[src/rtl/pipeline_ctrl_pkg.sv]
// Shared types for the pipeline stall/flush sequencer: FSM states, the
// per-stage control bundle and the control pattern of each priority row.
package pipe_ctrl_pkg;

    typedef enum logic [0:0] {
        RUN     = 1'b0,
        MC_BUSY = 1'b1
    } ctrl_state_t;

    typedef struct packed {
        logic stall_f;
        logic stall_d;
        logic stall_e;
        logic stall_m;
        logic flush_d;
        logic flush_e;
        logic flush_m;
        logic flush_w;
    } stage_ctrl_t;

    // Winning stall/flush source, listed from highest to lowest priority
    typedef enum logic [2:0] {
        ROW_MEM    = 3'd0,
        ROW_MC     = 3'd1,
        ROW_BRANCH = 3'd2,
        ROW_LDR    = 3'd3,
        ROW_NONE   = 3'd4
    } ctrl_row_t;

    localparam stage_ctrl_t CTRL_NONE   = '0;
    localparam stage_ctrl_t CTRL_MEM    = '{stall_f: 1'b1, stall_d: 1'b1, stall_e: 1'b1, stall_m: 1'b1,
                                            flush_d: 1'b0, flush_e: 1'b0, flush_m: 1'b0, flush_w: 1'b1};
    localparam stage_ctrl_t CTRL_MC     = '{stall_f: 1'b1, stall_d: 1'b1, stall_e: 1'b1, stall_m: 1'b0,
                                            flush_d: 1'b0, flush_e: 1'b0, flush_m: 1'b1, flush_w: 1'b0};
    localparam stage_ctrl_t CTRL_BRANCH = '{stall_f: 1'b0, stall_d: 1'b0, stall_e: 1'b0, stall_m: 1'b0,
                                            flush_d: 1'b1, flush_e: 1'b1, flush_m: 1'b0, flush_w: 1'b0};
    localparam stage_ctrl_t CTRL_LDR    = '{stall_f: 1'b1, stall_d: 1'b1, stall_e: 1'b0, stall_m: 1'b0,
                                            flush_d: 1'b0, flush_e: 1'b1, flush_m: 1'b0, flush_w: 1'b0};

    function automatic stage_ctrl_t row_ctrl(input ctrl_row_t row);
        stage_ctrl_t c;
        case (row)
            ROW_MEM:    c = CTRL_MEM;
            ROW_MC:     c = CTRL_MC;
            ROW_BRANCH: c = CTRL_BRANCH;
            ROW_LDR:    c = CTRL_LDR;
            default:    c = CTRL_NONE;
        endcase
        return c;
    endfunction

endpackage

[src/rtl/pipeline_ctrl_if.sv]
// Hazard-source inputs and per-stage control outputs of the pipeline sequencer.
interface pipeline_ctrl_if #(
    parameter int CNT_W = 32
);
    logic             LDRHazardD;
    logic             BranchTakenE;
    logic             PCSrcW;
    logic             McStartE;
    logic             McDoneE;
    logic             MemReqM;
    logic             MemReadyM;

    logic             StallF;
    logic             StallD;
    logic             StallE;
    logic             StallM;
    logic             FlushD;
    logic             FlushE;
    logic             FlushM;
    logic             FlushW;
    logic             McBusy;
    logic             TimeoutErr;
    logic [CNT_W-1:0] StallCount;

    modport master (
        output LDRHazardD, BranchTakenE, PCSrcW, McStartE, McDoneE, MemReqM, MemReadyM,
        input  StallF, StallD, StallE, StallM, FlushD, FlushE, FlushM, FlushW,
        input  McBusy, TimeoutErr, StallCount
    );

    modport slave (
        input  LDRHazardD, BranchTakenE, PCSrcW, McStartE, McDoneE, MemReqM, MemReadyM,
        output StallF, StallD, StallE, StallM, FlushD, FlushE, FlushM, FlushW,
        output McBusy, TimeoutErr, StallCount
    );
endinterface

[src/rtl/pipeline_ctrl_sat_counter.sv]
// Saturating up-counter used for stall-cycle profiling.
module sat_counter #(
    parameter int W = 32
) (
    input  logic         clk,
    input  logic         rst,
    input  logic         inc,
    output logic [W-1:0] q
);
    logic [W-1:0] q_reg;
    logic [W-1:0] q_next;

    always_comb begin
        q_next = q_reg;
        if (inc && (q_reg != {W{1'b1}})) begin
            q_next = q_reg + W'(1);
        end
    end

    always_ff @(posedge clk) begin
        if (rst) begin
            q_reg <= '0;
        end else begin
            q_reg <= q_next;
        end
    end

    assign q = q_reg;
endmodule

[src/rtl/pipeline_ctrl.sv]
// Stall/flush sequencer for the 5-stage pipeline: merges memory, multi-cycle,
// branch and load-use sources into one control set and profiles stall cycles.
module pipeline_ctrl
    import pipe_ctrl_pkg::*;
#(
    parameter int MC_TIMEOUT = 64,
    parameter int CNT_W      = 32
) (
    input  logic                  clk,
    input  logic                  rst,
    pipeline_ctrl_if.slave        bus
);
    localparam int TW = (MC_TIMEOUT > 2) ? $clog2(MC_TIMEOUT) : 1;
    localparam logic [TW-1:0] TCNT_LAST = TW'(MC_TIMEOUT - 1);

    ctrl_state_t   state_reg, state_next;
    logic [TW-1:0] tcnt_reg, tcnt_next;
    logic          err_reg, err_next;

    logic          mem_stall;
    logic          mc_stall;
    logic          timeout;
    ctrl_row_t     row;
    stage_ctrl_t   ctrl;
    logic [CNT_W-1:0] stall_count;

    assign mem_stall = bus.MemReqM & ~bus.MemReadyM;
    assign timeout   = (state_reg == MC_BUSY) && (tcnt_reg == TCNT_LAST);
    assign mc_stall  = ((state_reg == RUN) && bus.McStartE) ||
                       ((state_reg == MC_BUSY) && !bus.McDoneE && !timeout);

    always_comb begin
        row = ROW_NONE;
        if (mem_stall) begin
            row = ROW_MEM;
        end else if (mc_stall) begin
            row = ROW_MC;
        end else if (bus.BranchTakenE) begin
            row = ROW_BRANCH;
        end else if (bus.LDRHazardD) begin
            row = ROW_LDR;
        end
    end

    // A PC write from W squashes D on top of any row except a memory hold
    always_comb begin
        ctrl = row_ctrl(row);
        if (bus.PCSrcW && !mem_stall) begin
            ctrl.flush_d = 1'b1;
        end
        if (rst) begin
            ctrl = CTRL_NONE;
        end
    end

    always_comb begin
        state_next = state_reg;
        tcnt_next  = tcnt_reg;
        err_next   = err_reg;
        case (state_reg)
            RUN: begin
                tcnt_next = '0;
                if (bus.McStartE && !mem_stall) begin
                    state_next = MC_BUSY;
                end
            end
            MC_BUSY: begin
                // Done wins over a coincident timeout, so no error is raised then
                if (bus.McDoneE) begin
                    state_next = RUN;
                    tcnt_next  = '0;
                end else if (timeout) begin
                    state_next = RUN;
                    tcnt_next  = '0;
                    err_next   = 1'b1;
                end else begin
                    tcnt_next  = tcnt_reg + TW'(1);
                end
            end
            default: begin
                state_next = RUN;
                tcnt_next  = '0;
            end
        endcase
    end

    always_ff @(posedge clk) begin
        if (rst) begin
            state_reg <= RUN;
            tcnt_reg  <= '0;
            err_reg   <= 1'b0;
        end else begin
            state_reg <= state_next;
            tcnt_reg  <= tcnt_next;
            err_reg   <= err_next;
        end
    end

    sat_counter #(
        .W   (CNT_W)
    ) u_stall_cnt (
        .clk (clk),
        .rst (rst),
        .inc (ctrl.stall_f),
        .q   (stall_count)
    );

    assign bus.StallF     = ctrl.stall_f;
    assign bus.StallD     = ctrl.stall_d;
    assign bus.StallE     = ctrl.stall_e;
    assign bus.StallM     = ctrl.stall_m;
    assign bus.FlushD     = ctrl.flush_d;
    assign bus.FlushE     = ctrl.flush_e;
    assign bus.FlushM     = ctrl.flush_m;
    assign bus.FlushW     = ctrl.flush_w;
    assign bus.McBusy     = !rst && (state_reg == MC_BUSY);
    assign bus.TimeoutErr = !rst && err_reg;
    assign bus.StallCount = rst ? '0 : stall_count;
endmodule

[src/flat_wrapper.sv]
// flat-port wrapper written by rule: the top's interface ports become plain ports
module pipeline_ctrl_flat import pipe_ctrl_pkg::*;
#(
    parameter int MC_TIMEOUT = 64,
    parameter int CNT_W      = 32
)
  (clk, rst, bus_LDRHazardD, bus_BranchTakenE, bus_PCSrcW, bus_McStartE, bus_McDoneE, bus_MemReqM, bus_MemReadyM, bus_StallF, bus_StallD, bus_StallE, bus_StallM, bus_FlushD, bus_FlushE, bus_FlushM, bus_FlushW, bus_McBusy, bus_TimeoutErr, bus_StallCount);
  pipeline_ctrl_if #(.CNT_W(CNT_W)) bus_i ();
  input  logic clk;
  input  logic rst;
  input wire logic [$bits(bus_i.LDRHazardD)-1:0] bus_LDRHazardD;
  input wire logic [$bits(bus_i.BranchTakenE)-1:0] bus_BranchTakenE;
  input wire logic [$bits(bus_i.PCSrcW)-1:0] bus_PCSrcW;
  input wire logic [$bits(bus_i.McStartE)-1:0] bus_McStartE;
  input wire logic [$bits(bus_i.McDoneE)-1:0] bus_McDoneE;
  input wire logic [$bits(bus_i.MemReqM)-1:0] bus_MemReqM;
  input wire logic [$bits(bus_i.MemReadyM)-1:0] bus_MemReadyM;
  output wire logic [$bits(bus_i.StallF)-1:0] bus_StallF;
  output wire logic [$bits(bus_i.StallD)-1:0] bus_StallD;
  output wire logic [$bits(bus_i.StallE)-1:0] bus_StallE;
  output wire logic [$bits(bus_i.StallM)-1:0] bus_StallM;
  output wire logic [$bits(bus_i.FlushD)-1:0] bus_FlushD;
  output wire logic [$bits(bus_i.FlushE)-1:0] bus_FlushE;
  output wire logic [$bits(bus_i.FlushM)-1:0] bus_FlushM;
  output wire logic [$bits(bus_i.FlushW)-1:0] bus_FlushW;
  output wire logic [$bits(bus_i.McBusy)-1:0] bus_McBusy;
  output wire logic [$bits(bus_i.TimeoutErr)-1:0] bus_TimeoutErr;
  output wire logic [$bits(bus_i.StallCount)-1:0] bus_StallCount;
  assign bus_i.LDRHazardD = bus_LDRHazardD;
  assign bus_i.BranchTakenE = bus_BranchTakenE;
  assign bus_i.PCSrcW = bus_PCSrcW;
  assign bus_i.McStartE = bus_McStartE;
  assign bus_i.McDoneE = bus_McDoneE;
  assign bus_i.MemReqM = bus_MemReqM;
  assign bus_i.MemReadyM = bus_MemReadyM;
  assign bus_StallF = bus_i.StallF;
  assign bus_StallD = bus_i.StallD;
  assign bus_StallE = bus_i.StallE;
  assign bus_StallM = bus_i.StallM;
  assign bus_FlushD = bus_i.FlushD;
  assign bus_FlushE = bus_i.FlushE;
  assign bus_FlushM = bus_i.FlushM;
  assign bus_FlushW = bus_i.FlushW;
  assign bus_McBusy = bus_i.McBusy;
  assign bus_TimeoutErr = bus_i.TimeoutErr;
  assign bus_StallCount = bus_i.StallCount;
  pipeline_ctrl #(.MC_TIMEOUT(MC_TIMEOUT), .CNT_W(CNT_W)) u_core (.clk(clk), .rst(rst), .bus(bus_i));
endmodule
[config.mk]
export PLATFORM = sky130hd
export DESIGN_NAME = pipeline_ctrl_flat
export DESIGN_NICKNAME = d
export VERILOG_FILES = /design/src/rtl/pipeline_ctrl_pkg.sv /design/src/rtl/pipeline_ctrl_if.sv /design/src/rtl/pipeline_ctrl_sat_counter.sv /design/src/rtl/pipeline_ctrl.sv /design/src/flat_wrapper.sv
export SDC_FILE = /design/constraint.sdc
export NUM_CORES = 1
export LEC_CHECK = 0
export CORE_ASPECT_RATIO = 1.1
export CORE_UTILIZATION = 47
export CTS_BUF_LIST = sky130_fd_sc_hd__clkbuf_8
export CTS_CLUSTER_DIAMETER = 40
export DETAILED_ROUTE_END_ITERATION = 6
export PLACE_DENSITY = 0.78
export SLEW_MARGIN = 5
export SYNTH_ARGS = -nofsm -noshare
export SYNTH_HDL_FRONTEND = slang
export SYNTH_SLANG_ARGS = --single-unit
[constraint.sdc]
create_clock -name clk -period 2 [get_ports clk]
set_input_delay 0.2 -clock clk [delete_from_list [all_inputs] [get_ports clk]]
set_output_delay 0.2 -clock clk [all_outputs]
set_load 0.1 [all_outputs]
Word-level counts from Yosys, hierarchy flattened
Cells that the tools add are included.
{"block": "op_classes", "add_sub_neg": 2, "n_eq_ne": 5, "muxes": 15, "bitwise_logic": 4, "reduce_logical": 16}
{"cell": "adder 32 x 1 -> 32 bit, second input constant", "count": 1}
{"cell": "2-to-1 mux 32 bit", "count": 1}
{"cell": "inequality test 32 bit, second input constant", "count": 1}
{"cell": "one-hot mux 8 bit (4 select lines)", "count": 1}
{"cell": "2-to-1 mux 3 bit", "count": 4}
{"cell": "2-to-1 mux 6 bit", "count": 2}
{"cell": "one-hot mux 6 bit (2 select lines)", "count": 1}
{"cell": "logical AND 1 bit", "count": 9}
{"cell": "2-to-1 mux 8 bit", "count": 1}
{"cell": "adder 6 x 1 -> 6 bit, second input constant", "count": 1}
{"cell": "equality test 3 x 2 -> 1 bit, second input constant", "count": 2}
{"cell": "equality test 6 bit, second input constant", "count": 1}
{"cell": "logical NOT 1 bit", "count": 4}
{"cell": "2-to-1 mux 1 bit", "count": 4}
{"cell": "equality test 3 x 1 -> 1 bit, second input constant", "count": 1}
{"cell": "logical NOT 3 bit", "count": 1}
{"cell": "NOT 1 bit", "count": 3}
{"cell": "AND reduction 3 bit", "count": 1}
{"cell": "one-hot mux 1 bit (2 select lines)", "count": 1}
{"cell": "bitwise AND 1 bit", "count": 1}
{"cell": "logical OR 1 bit", "count": 1}
{"block": "word_totals", "register_bits": 40, "inputBits": 9, "out_inout_bits": 42, "elab_cells": 46}

Longest topological paths before layout
Gate-level depths: netlist of the first run.
{"block": "depth", "depth_word": 12, "ltp_mapped": 8, "depth_no_buf": 7}

Hierarchy
Synthesis of the first run repeated with hierarchy kept, for this count alone.
{"block": "hier_totals", "hier_cells": 288, "hier_area_um2": 2343.5}
{"mod": "sat_counter", "n_inst": 1, "cells_per_inst": 199, "area_per_inst_um2": 1674.1, "seq_area_each_um2": 640.6}
{"mod": "pipeline_ctrl", "n_inst": 1, "cells_per_inst": 89, "area_per_inst_um2": 669.4, "seq_area_each_um2": 160.2}

Worst setup path before layout of the first run
No wires, ideal clock.
{"block": "synth_path", "kind": "register -> output", "start": "reg u_core.tcnt_reg[0]", "end": "out bus_FlushE", "t_arrival_ps": 3414, "required_time_ps": 1800, "path_slack_ps": -1614, "path_stages_with_launch": 6, "n_path_buf": 0, "cell_sequence": "dfxtp_1 -> ha_1 -> and3_1 -> nand3_1 -> a21boi_0 -> nor3b_1"}
{"block": "synth_via", "elab_chain_len": 10, "word_cells_on_any_way": 13, "cone_classes": "eq/ne: 4; mux: 4; reduce/logical: 5"}
{"element": "from (decl)", "line": "pipeline_ctrl.sv:17", "rtl": "logic [TW-1:0] tcnt_reg, tcnt_next;"}
{"element": "from (signal assigned)", "line": "pipeline_ctrl.sv:94", "rtl": "tcnt_reg <= tcnt_next;"}
{"element": "equality test 6 bit *", "line": "pipeline_ctrl.sv:28", "rtl": "assign timeout = (state_reg == MC_BUSY) && (tcnt_reg == TCNT_LAST);"}
{"element": "logical AND 1 bit *", "line": "pipeline_ctrl.sv:28"}
{"element": "logical NOT 1 bit *", "line": "pipeline_ctrl.sv:30", "rtl": "((state_reg == MC_BUSY) && !bus.McDoneE && !timeout);"}
{"element": "logical AND 1 bit *", "line": "pipeline_ctrl.sv:30"}
{"element": "logical OR 1 bit *", "line": "pipeline_ctrl.sv:29", "rtl": "assign mc_stall = ((state_reg == RUN) && bus.McStartE) ||"}
{"element": "2-to-1 mux 3 bit *", "line": "pipeline_ctrl.sv:36", "rtl": "end else if (mc_stall) begin"}
{"element": "2-to-1 mux 3 bit *", "line": "pipeline_ctrl.sv:34", "rtl": "if (mem_stall) begin"}
{"element": "equality test 3 x 2 -> 1 bit, or another cell as far along", "line": "pipeline_ctrl_pkg.sv:42", "rtl": "case (row)"}
{"element": "one-hot mux 8 bit (4 select lines) *", "line": "pipeline_ctrl_pkg.sv:42"}
{"element": "2-to-1 mux 8 bit *", "line": "pipeline_ctrl.sv:51", "rtl": "if (rst) begin"}
{"element": "to (decl)", "line": "flat_wrapper.sv:23", "rtl": "output wire logic [$bits(bus_i.FlushE)-1:0] bus_FlushE;"}
Mark *: on every way between the ends. The rest lies on a longest branch, timed or not.

Worst setup path after layout of the first run
{"block": "layout_path", "start": "reg u_core.state_reg", "end": "reg u_core.u_stall_cnt.q_reg[21] (netlist: u_core.u_stall_cnt.q[21])"}
{"block": "layout_via", "elab_chain_len": 10, "word_cells_on_any_way": 16, "cone_classes": "eq/ne: 3; mux: 4; bitwise: 1; reduce/logical: 8"}
{"element": "from (decl)", "line": "pipeline_ctrl.sv:16", "rtl": "ctrl_state_t state_reg, state_next;"}
{"element": "from (signal assigned)", "line": "pipeline_ctrl.sv:93", "rtl": "state_reg <= state_next;"}
{"element": "logical AND 1 bit", "line": "pipeline_ctrl.sv:28"}
{"element": "logical NOT 1 bit", "line": "pipeline_ctrl.sv:30"}
{"element": "logical AND 1 bit", "line": "pipeline_ctrl.sv:30"}
{"element": "logical OR 1 bit *", "line": "pipeline_ctrl.sv:29"}
{"element": "2-to-1 mux 3 bit *", "line": "pipeline_ctrl.sv:36"}
{"element": "2-to-1 mux 3 bit *", "line": "pipeline_ctrl.sv:34"}
{"element": "equality test 3 x 2 -> 1 bit, or another cell as far along", "line": "pipeline_ctrl_pkg.sv:42"}
{"element": "one-hot mux 8 bit (4 select lines) *", "line": "pipeline_ctrl_pkg.sv:42"}
{"element": "2-to-1 mux 8 bit *", "line": "pipeline_ctrl.sv:51"}
{"element": "logical AND 1 bit *", "line": "pipeline_ctrl_sat_counter.sv:15", "rtl": "if (inc && (q_reg != {W{1'b1}})) begin"}
{"element": "to (signal assigned)", "line": "pipeline_ctrl_sat_counter.sv:24", "rtl": "q_reg <= q_next;"}
{"element": "to (decl)", "line": "pipeline_ctrl_sat_counter.sv:10", "rtl": "logic [W-1:0] q_reg;"}
Marked as above.
A chain may end at the register's enable or synchronous reset.

==> results of run 1 <==
metrics by stage:
stage	instance area [um^2]	cells	worst slack (ns)	TNS (ns)	utilization (%)
floorplan	2425	270	-0.2096	-3.728	-
global placement	3662	408	-0.2557	-3.912	78.18
detailed placement	3662	408	-0.3266	-5.652	78.18
CTS	3876	420	-0.002645	-0.003265	82.75
global route	4094	432	-0.1655	-1.369	87.39
finish	4094	432	-0.09866	-0.2991	87.39
cell type report:
class,instances,area (um^2)
timing repair buffer,110,1373
fill,210,590.6
sequential,40,823.3
inverter,5,22.52
clock buffer,6,82.58
tap,56,70.07
multi-input combinational,213,1715
clock inverter,2,7.507
worst max-delay path, cell delays in order, from the launching register on:
cell     delay (ns)
dfxtp_2        0.35
or3b_4         0.40
a31oi_4        0.26
nor2_4         0.10
buf_12         0.18
nor3_1         0.33
mux2_2         0.38
routing by layer:
metal	track usage, %	routed length [um]
met1	31.68	3124
met2	50.70	4351
met3	7.186	380
met4	11.79	235
met5	0	0
power breakdown:
part / internal (mW) / switching, mW
clock network: 0.272 / 0.296
logic: 0.184 / 0.282
registers: 0.811 / 0.0115
cell usage after synthesis (all sizes together) (2+ instances only):
cell type	instances
and3	4
or4	6
dfxtp	40
nor2b	32
o41ai	5
nor4	10
o31ai	7
o211ai	3
nand2	11
nor3b	2
and4	2
and2	2
xor2	2
o21ai	11
buf	6
xnor2	2
nand4	12
nand2b	5
a21oi	6
clkbuf	6
mux2	18
ha	2
inv	5
nor2	34
nand3	16
or3	3
nor3	9
a31oi	2
kinds of logic (layout without fill, tap and decap cells):
logic type                 Yosys count  after routing
AOI/OAI and AO/OA                   38             38
xor gates and xnor gates             4              4
adders and majority gates            2              2
muxes                               18             18
and+or+nand+nor                    151            151
buffers and inverters               17            123
DFF                                 40             40
final timing paths:
kind	end	startpoint	slack (ns)	cells after the start
min	u_core.tcnt_reg[2]$_SDFF_PP0_	rst	0.38	4
min reg2reg	u_core.u_stall_cnt.q[5]$_SDFFE_PP0P_	u_core.u_stall_cnt.q[5]$_SDFFE_PP0P_	0.48	1
max	u_core.u_stall_cnt.q[21]$_SDFFE_PP0P_	u_core.state_reg$_SDFF_PP0_	-0.1	6
max reg2reg	u_core.u_stall_cnt.q[21]$_SDFFE_PP0P_	u_core.state_reg$_SDFF_PP0_	-0.1	6
what timing repair did:
action                                  in CTS  in global routing
setup buffers                                4                 12
resized for setup                           17                 34
endpoints found under the setup margin      16                 30
cloned                                       0                  0
pin swaps                                    2                  7
==> metrics.cfg, run 1 <==
[finish]
layout-drive-gt1-share_pct = 52.13
area_growth_pct = 76.67
layout_common_cells = 59 x buf_4, 42 x buf_12, 28 x dfxtp_1
final_common_cell = buf_4
largest_reg_flops = 32
diodes = 0
layout.nets = 386

[status]
status = finished, violations left
violations = negative setup slack

[yosys]
synth-warning-count = 0
synth_cell_type_count = 46
synth-compound-area-share_pct = 11.61
synth_edf_count = 0
synth_flop_cell = dfxtp_1
synthAdderAreaFrac_pct = 1.080
synth_top_family_by_area = simple AND/OR/NAND/NOR gates
avgSynthCellArea_um2 = 8.582
synthTopCellsByArea = dfxtp_1 35%, nor2b_1 8.6%, mux2_2 7.8%
synth_seq_cells = 40
synthMuxAreaShare_pct = 8.909
ys_seq_area_share_pct = 34.56
yosysTopAreaCell = dfxtp_1
async_flop_share_pct = 0
syn-cell-area_mm2 = 0.002317
synth_xor_area_share_pct = 1.512
synth-simple-area-share_pct = 38.93
synthCells = 270
syn_nets = 281
synth_top_area_share_pct = 34.56

[timing]
fin_crit_sh_pct = 104.9
fmax_mhz = 476.5
final.min_clock_period_ns = 2.099
whs_ns = 0.3767
fin_worst_skew_ns = 0.01074
slew_headroom_pct = 53.13
drv_slew = 0
final-setup-viol-count = 8
rsz0062_at_grt = true
hold_viol = 0
tightest_slew_ns = 0.7031
final.setup.worst_slack_ns = -0.09866

[drt]
postRouteAntennaNets = 0
post_drt_wl_per_cell_um = 18.73
via_count = 2628
drt_wl_total_um = 8092
routed_via_density = 6.083
remaining_drc_errors = 0
drtIter0Drc = 180
drt_pre_antenna_iters = 4

[grt]
grt_antenna_before_repair = 0
grt_pass1_wl_um = 10900
grt_pass1_vias = 2423
grt_overflow = 0
grt_max_degree = 60
grtUsageTotal_pct = 28.41

[worst_setup_path]
crit_type = register to register
cp-start-kind = register
worst-endpoint-arrival_ns = 2.30
end_kind = register
crit_fanout = 15
required_ns = 2.20

[floorplan]
die-area_mm2 = 0.005216
start_util_pct = 49.47
die_w_um = 68.95
fp.dieH_um = 75.65
core_mm2 = 0.004684
row_count = 26
io_pins = 51

[cts]
cts_tree = yes
cts-root-buf = clkbuf_8
insertion_delay_ns = 0.30
clock-sinks = 40
numCtsBuffers = 5
cts.path.max_buffers = 2
postCtsHoldBufs = 0
cts-htree-levels = 2
path_clk_slew_ns = 0.08

[worst_hold_path]
hp-class = input pin to register

[flow_run]
drv_cap = 0

[power]
cellLeakagePower_nw = 1.589
ir_drop_mv = 0.3850
power_mw = 1.856
powerDensity_mw_per_mm2 = 453.3

[place]
dp.final_hpwl_um = 4962
gp_congestion = 0.9084
io_buffers = 50

Note: power is estimated with default switching activity, not from simulation.
==> run 2: changes to the inputs <==
==> constraint.sdc (replaced) <==
create_clock -name clk -period 2 [get_ports clk]
set_input_delay 0.2 -clock clk [delete_from_list [all_inputs] [get_ports clk]]
set_output_delay 0.2 -clock clk [all_outputs]
set_load 0.02 [all_outputs]
==> metrics.cfg, run 2 (same netlist as run 1, synthesis figures left out) <==
[grt]
grt_overflow = 0
grtUsageTotal_pct = 24.86
grt_pass1_vias = 2179
grt_max_degree = 33
grt_antenna_before_repair = 0
grt_pass1_wl_um = 9673

[timing]
tightest_slew_ns = 0.3811
fmax_mhz = 489.8
drv_slew = 0
tns_ns = -0.04163
hold_viol = 0
fin_crit_sh_pct = 102.1
final.min_clock_period_ns = 2.042
fin_worst_skew_ns = 0.01170
slew_headroom_pct = 74.38
final-setup-viol-count = 1
final.setup.worst_slack_ns = -0.04163
rsz0062_at_grt = true

[cts]
cts-root-buf = clkbuf_8
cts.path.max_buffers = 2
path_clk_slew_ns = 0.07
cts_tree = yes
cts-htree-levels = 2
clock-sinks = 40
numCtsBuffers = 5
insertion_delay_ns = 0.30

[status]
status = finished, violations left
violations = negative setup slack

[finish]
layout-drive-gt1-share_pct = 35.33
layout_common_cells = 52 x buf_4, 43 x clkdlybuf4s50_1, 34 x dfxtp_1
final_common_cell = buf_4
area_growth_pct = 50.22
layout.nets = 379
largest_reg_flops = 32
diodes = 0

[place]
dp.final_hpwl_um = 4519
io_buffers = 50
gp_congestion = 0.8373

[power]
power_mw = 1.594
combPwrFrac_pct = 16.4
clkPwrFrac_pct = 31.6
p_sw_mw = 0.4219
ir_drop_mv = 0.2900
p_int_mw = 1.172
cellLeakagePower_nw = 1.331
powerDensity_mw_per_mm2 = 457.9
switching_share_pct = 26.47
seqPwrFrac_pct = 52.1

[floorplan]
io_pins = 51
die_w_um = 68.95
row_count = 26
die-area_mm2 = 0.005216
start_util_pct = 49.47
core_mm2 = 0.004684
fp.dieH_um = 75.65

[drt]
routed_via_density = 5.672
drtIter0Drc = 157
via_count = 2405
post_drt_wl_per_cell_um = 15.25
drt_wl_total_um = 6466
drt_pre_antenna_iters = 4
postRouteAntennaNets = 0
remaining_drc_errors = 0

[worst_setup_path]
required_ns = 2.18
r2r_cells = 6
slowest_delay_ns = 0.47
crit_fanout = 4
worst-endpoint-arrival_ns = 2.22
startpoint = u_core.u_stall_cnt.q[21]$_SDFFE_PP0P_
r2r_start = u_core.u_stall_cnt.q[21]$_SDFFE_PP0P_
endpoint = u_core.u_stall_cnt.q[28]$_SDFFE_PP0P_
end_kind = register
crit_chain = nand3_1 -> nor4_2 -> buf_4 -> nand4_1 -> nor3_1 -> mux2_2
cp-start-kind = register
reg2reg_to = u_core.u_stall_cnt.q[28]$_SDFFE_PP0P_
crit_type = register to register
r2r_slack_ns = -0.04
slowest_stage = nor4_2

[worst_hold_path]
hp-class = input pin to register

[flow_run]
drv_cap = 0

==> run 2: cell types whose count changed in the layout (fill, tap and decap cells not counted), moves of 6 or more <==
cell	previous run	this run
buf_12	42	1
clkdlybuf4s50_1	6	43
nor2b_1	17	32
nor2b_2	15	0
buf_4	59	52
dfxtp_1	28	34
==> run 2: what timing repair did <==
| item | CTS | global route |
|---|---|---|
| setup endpoints to repair | 27 | 29 |
| gates resized for setup | 36 | 34 |
| pin swaps | 4 | 7 |
| hold buffers | 0 | 0 |
| setup buffers | 1 | 3 |
==> run 2: stage by stage <==
step	utilization [%]	worst slack (ns)	cells	cell area, um^2	hold WS (ns)
finish	74.31	-0.04163	424	3481	0.3496
global route	74.31	-0.1663	424	3481	0.3534
CTS	71.18	-0.003753	421	3334	0.3419
detailed placement	68.43	-0.3247	413	3206	0.4881
global placement	68.43	-0.2753	413	3206	0.4756
floorplan	-	0.01147	270	2320	0.3716
==> run 2: worst min path at each step <==
| stage | startpoint | end | slack [ns] | depth (start not counted) |
|---|---|---|---|---|
| global placement | u_core.u_stall_cnt.q[5]$_SDFFE_PP0P_ | u_core.u_stall_cnt.q[5]$_SDFFE_PP0P_ | 0.48 | 1 |
| detailed placement | u_core.u_stall_cnt.q[31]$_SDFFE_PP0P_ | u_core.u_stall_cnt.q[31]$_SDFFE_PP0P_ | 0.49 | 1 |
| global route | rst | u_core.tcnt_reg[2]$_SDFF_PP0_ | 0.35 | 4 |
| floorplan | rst | u_core.u_stall_cnt.q[18]$_SDFFE_PP0P_ | 0.37 | 2 |
| finish | rst | u_core.tcnt_reg[2]$_SDFF_PP0_ | 0.35 | 4 |
| CTS | rst | u_core.tcnt_reg[4]$_SDFF_PP0_ | 0.34 | 4 |
==> run 2: area by class of cell <==
type | instances | area, um^2
Clock buffer | 5 | 68.82
Tap cell | 56 | 70.07
Inverter | 5 | 18.77
Timing Repair Buffer | 103 | 882.1
Clock inverter | 2 | 8.758
Multi-Input combinational cell | 213 | 1624
Fill cell | 369 | 1204
Sequential cell | 40 | 808.3
==> run 2: power by group through the flow <==
| stage | logic (mW) | registers, mW | clock network [mW] |
|---|---|---|---|
| global placement | 0.237 | 0.839 | 0 |
| CTS | 0.239 | 0.821 | 0.506 |
| detailed placement | 0.240 | 0.840 | 0 |
| finish | 0.261 | 0.830 | 0.503 |
| global route | 0.279 | 0.831 | 0.540 |
| floorplan | 0.119 | 0.844 | 0 |
==> run 2: worst max-delay path, delay by kind of cell (launching register included) <==
kind | cells | cell delay (ns)
and+or+nand+nor | 4 | 1.01
muxes | 1 | 0.36
buffers and inverters | 1 | 0.19
DFF | 1 | 0.38
==> run 2: routing by layer <==
layer	global-route usage (%)	vias to the layer above	routed length, um
li1	-	1179	-
met1	26.87	1149	2555
met2	47.68	60	3507
met3	5.240	17	270
met4	7.029	0	133
met5	0	-	0
==> run 3: changes to the inputs <==
--- a/config.mk
+++ b/config.mk
@@ -5,12 +5,13 @@
 export SDC_FILE = /design/constraint.sdc
 export NUM_CORES = 1
 export LEC_CHECK = 0
-export CORE_ASPECT_RATIO = 1.1
-export CORE_UTILIZATION = 47
+export CORE_ASPECT_RATIO = 1.5
+export CORE_UTILIZATION = 39
 export CTS_BUF_LIST = sky130_fd_sc_hd__clkbuf_8
 export CTS_CLUSTER_DIAMETER = 40
 export DETAILED_ROUTE_END_ITERATION = 6
-export PLACE_DENSITY = 0.78
+export PLACE_DENSITY = 0.67
+export REMOVE_ABC_BUFFERS = 1
 export SLEW_MARGIN = 5
 export SYNTH_ARGS = -nofsm -noshare
 export SYNTH_HDL_FRONTEND = slang
==> metrics.cfg, run 3 (same netlist as run 1, synthesis figures left out) <==
[status]
status = finished, violations left
violations = design-rule violations, negative setup slack

[grt]
gr-max-usage-layer = met2
grt_max_degree = 27
grt_antenna_before_repair = 0
grtUsageMet3_pct = 3.521
grtUsageTotal_pct = 19.26
grt_overflow = 0
grt_pass1_vias = 2093
grt_pass1_wl_um = 9301
use_met2_pct = 36.72
grtUsageMet1_pct = 20.23

[timing]
rsz0062_at_grt = true
drv_slew = 0
fin_crit_sh_pct = 100.9
fmax_mhz = 495.5
fin_worst_skew_ns = 0.009392
final-setup-viol-count = 2
final.min_clock_period_ns = 2.018
final.setup.worst_slack_ns = -0.01829
tns_ns = -0.02603
tightest_slew_ns = 0.3260
slew_headroom_pct = 78.03
hold_viol = 0

[cts]
cts-htree-levels = 2
numCtsBuffers = 5
postCtsHoldBufs = 0
cts.path.max_buffers = 2
insertion_delay_ns = 0.29
path_clk_slew_ns = 0.08
clock-sinks = 40
cts-root-buf = clkbuf_8
cts_tree = yes

[floorplan]
row_count = 34
die_w_um = 64.94
fp.dieH_um = 96.41
die-area_mm2 = 0.006260
io_pins = 51
core_mm2 = 0.005743
start_util_pct = 40.35

[place]
gp_congestion = 0.7739
io_buffers = 50
place_worst_setup_slack_ns = -0.2757
dp.final_hpwl_um = 4675

[worst_setup_path]
worst-endpoint-arrival_ns = 2.19
r2r_cells = 7
cp_top_family = simple AND/OR/NAND/NOR gates
slowest_delay_ns = 0.57
crit_chain = ha_4 -> nand2_4 -> or4_4 -> nor4b_4 -> buf_4 -> or4_4 -> a21oi_2
cp-start-kind = register
crit_buf_inv = 1
end_kind = register
crit_type = register to register
cpMostUsedCell = or4_4
worst-path-stages = 7
required_ns = 2.17
crit_fanout = 6
slowest_stage = or4_4

[drt]
routed_via_density = 5.191
post_drt_wl_per_cell_um = 13.68
remaining_drc_errors = 1
drtIter0Drc = 86
drt_wl_total_um = 6073
drt_pre_antenna_iters = 7
postRouteAntennaNets = 0
via_count = 2305

[flow_run]
drv_cap = 0

[finish]
layout.nets = 383
regArea_um2 = 809.5
final_common_cell = buf_4
layout-drive-gt1-share_pct = 34.14
area_growth_pct = 50.05
diodes = 0
largest_reg_flops = 32
fillers = 529
layout_common_cells = 55 x buf_4, 43 x clkdlybuf4s50_1, 33 x dfxtp_1
multiInputGateArea_mm2 = 0.001564

[power]
powerDensity_mw_per_mm2 = 460.4
cellLeakagePower_nw = 1.352
ir_drop_mv = 0.3338
power_mw = 1.601

[worst_hold_path]
whs_path_depth = 4
hp-class = input pin to register

## run 3: repair_timing
| item | 4_1_cts | 5_1_grt |
|---|---|---|
| buffers inserted | 0 | 3 |
| setup endpoints to repair | 10 | 27 |
| pin swaps | 2 | 9 |
| gates resized for setup | 22 | 32 |
## run 3: report_power, final
group          leakage (nW)  internal [mW]  switching, mW
clock                0.0452          0.232          0.271
combinational         0.981          0.138          0.130
sequential            0.326          0.815         0.0147
total                  1.35           1.19          0.415
## run 3: routing by layer
metal | share of wire, % | wire, um
met5 | 0 | 0
met4 | 2.1 | 130
met3 | 2.6 | 157
met2 | 54 | 3294
met1 | 41 | 2490
## run 3: path summary, 6_finish.rpt
| check | slack, ns | start | to |
|---|---|---|---|
| min reg2reg | 0.48 | u_core.u_stall_cnt.q[5]$_SDFFE_PP0P_ | u_core.u_stall_cnt.q[5]$_SDFFE_PP0P_ |
| min | 0.40 | rst | u_core.tcnt_reg[4]$_SDFF_PP0_ |
| max | -0.02 | u_core.u_stall_cnt.q[1]$_SDFFE_PP0P_ | u_core.u_stall_cnt.q[7]$_SDFFE_PP0P_ |
| max reg2reg | -0.02 | u_core.u_stall_cnt.q[1]$_SDFFE_PP0P_ | u_core.u_stall_cnt.q[7]$_SDFFE_PP0P_ |
## run 3: area by class of cell
| class | count | area share (%) |
|---|---|---|
| clock buffers | 5 | 1.979 |
| clock inverters | 2 | 0.2519 |
| inverters | 5 | 0.5398 |
| multi-input cells | 213 | 44.98 |
| flip-flops and latches | 40 | 23.28 |
| well taps | 72 | 2.591 |
| repair buffers | 107 | 26.38 |
## run 3: tightest hold or removal path, cell delays in order
cell and delay (ns):
buf_2 0.13, or3b_4 0.15, buf_4 0.12, nor2_1 0.04
## run 3: per-stage QoR
| stage | utilization (%) | std cells | cell area (um^2) | hold slack [ns] |
|---|---|---|---|---|
| finish | 60.54 | 444 | 3477 | 0.3987 |
| global route | 60.54 | 444 | 3477 | 0.4079 |
| CTS | 58.04 | 441 | 3333 | 0.3900 |
| detailed placement | 56.78 | 434 | 3261 | 0.4863 |
| global placement | 56.78 | 434 | 3261 | 0.4767 |
| floorplan | - | 258 | 2257 | 0.2691 |
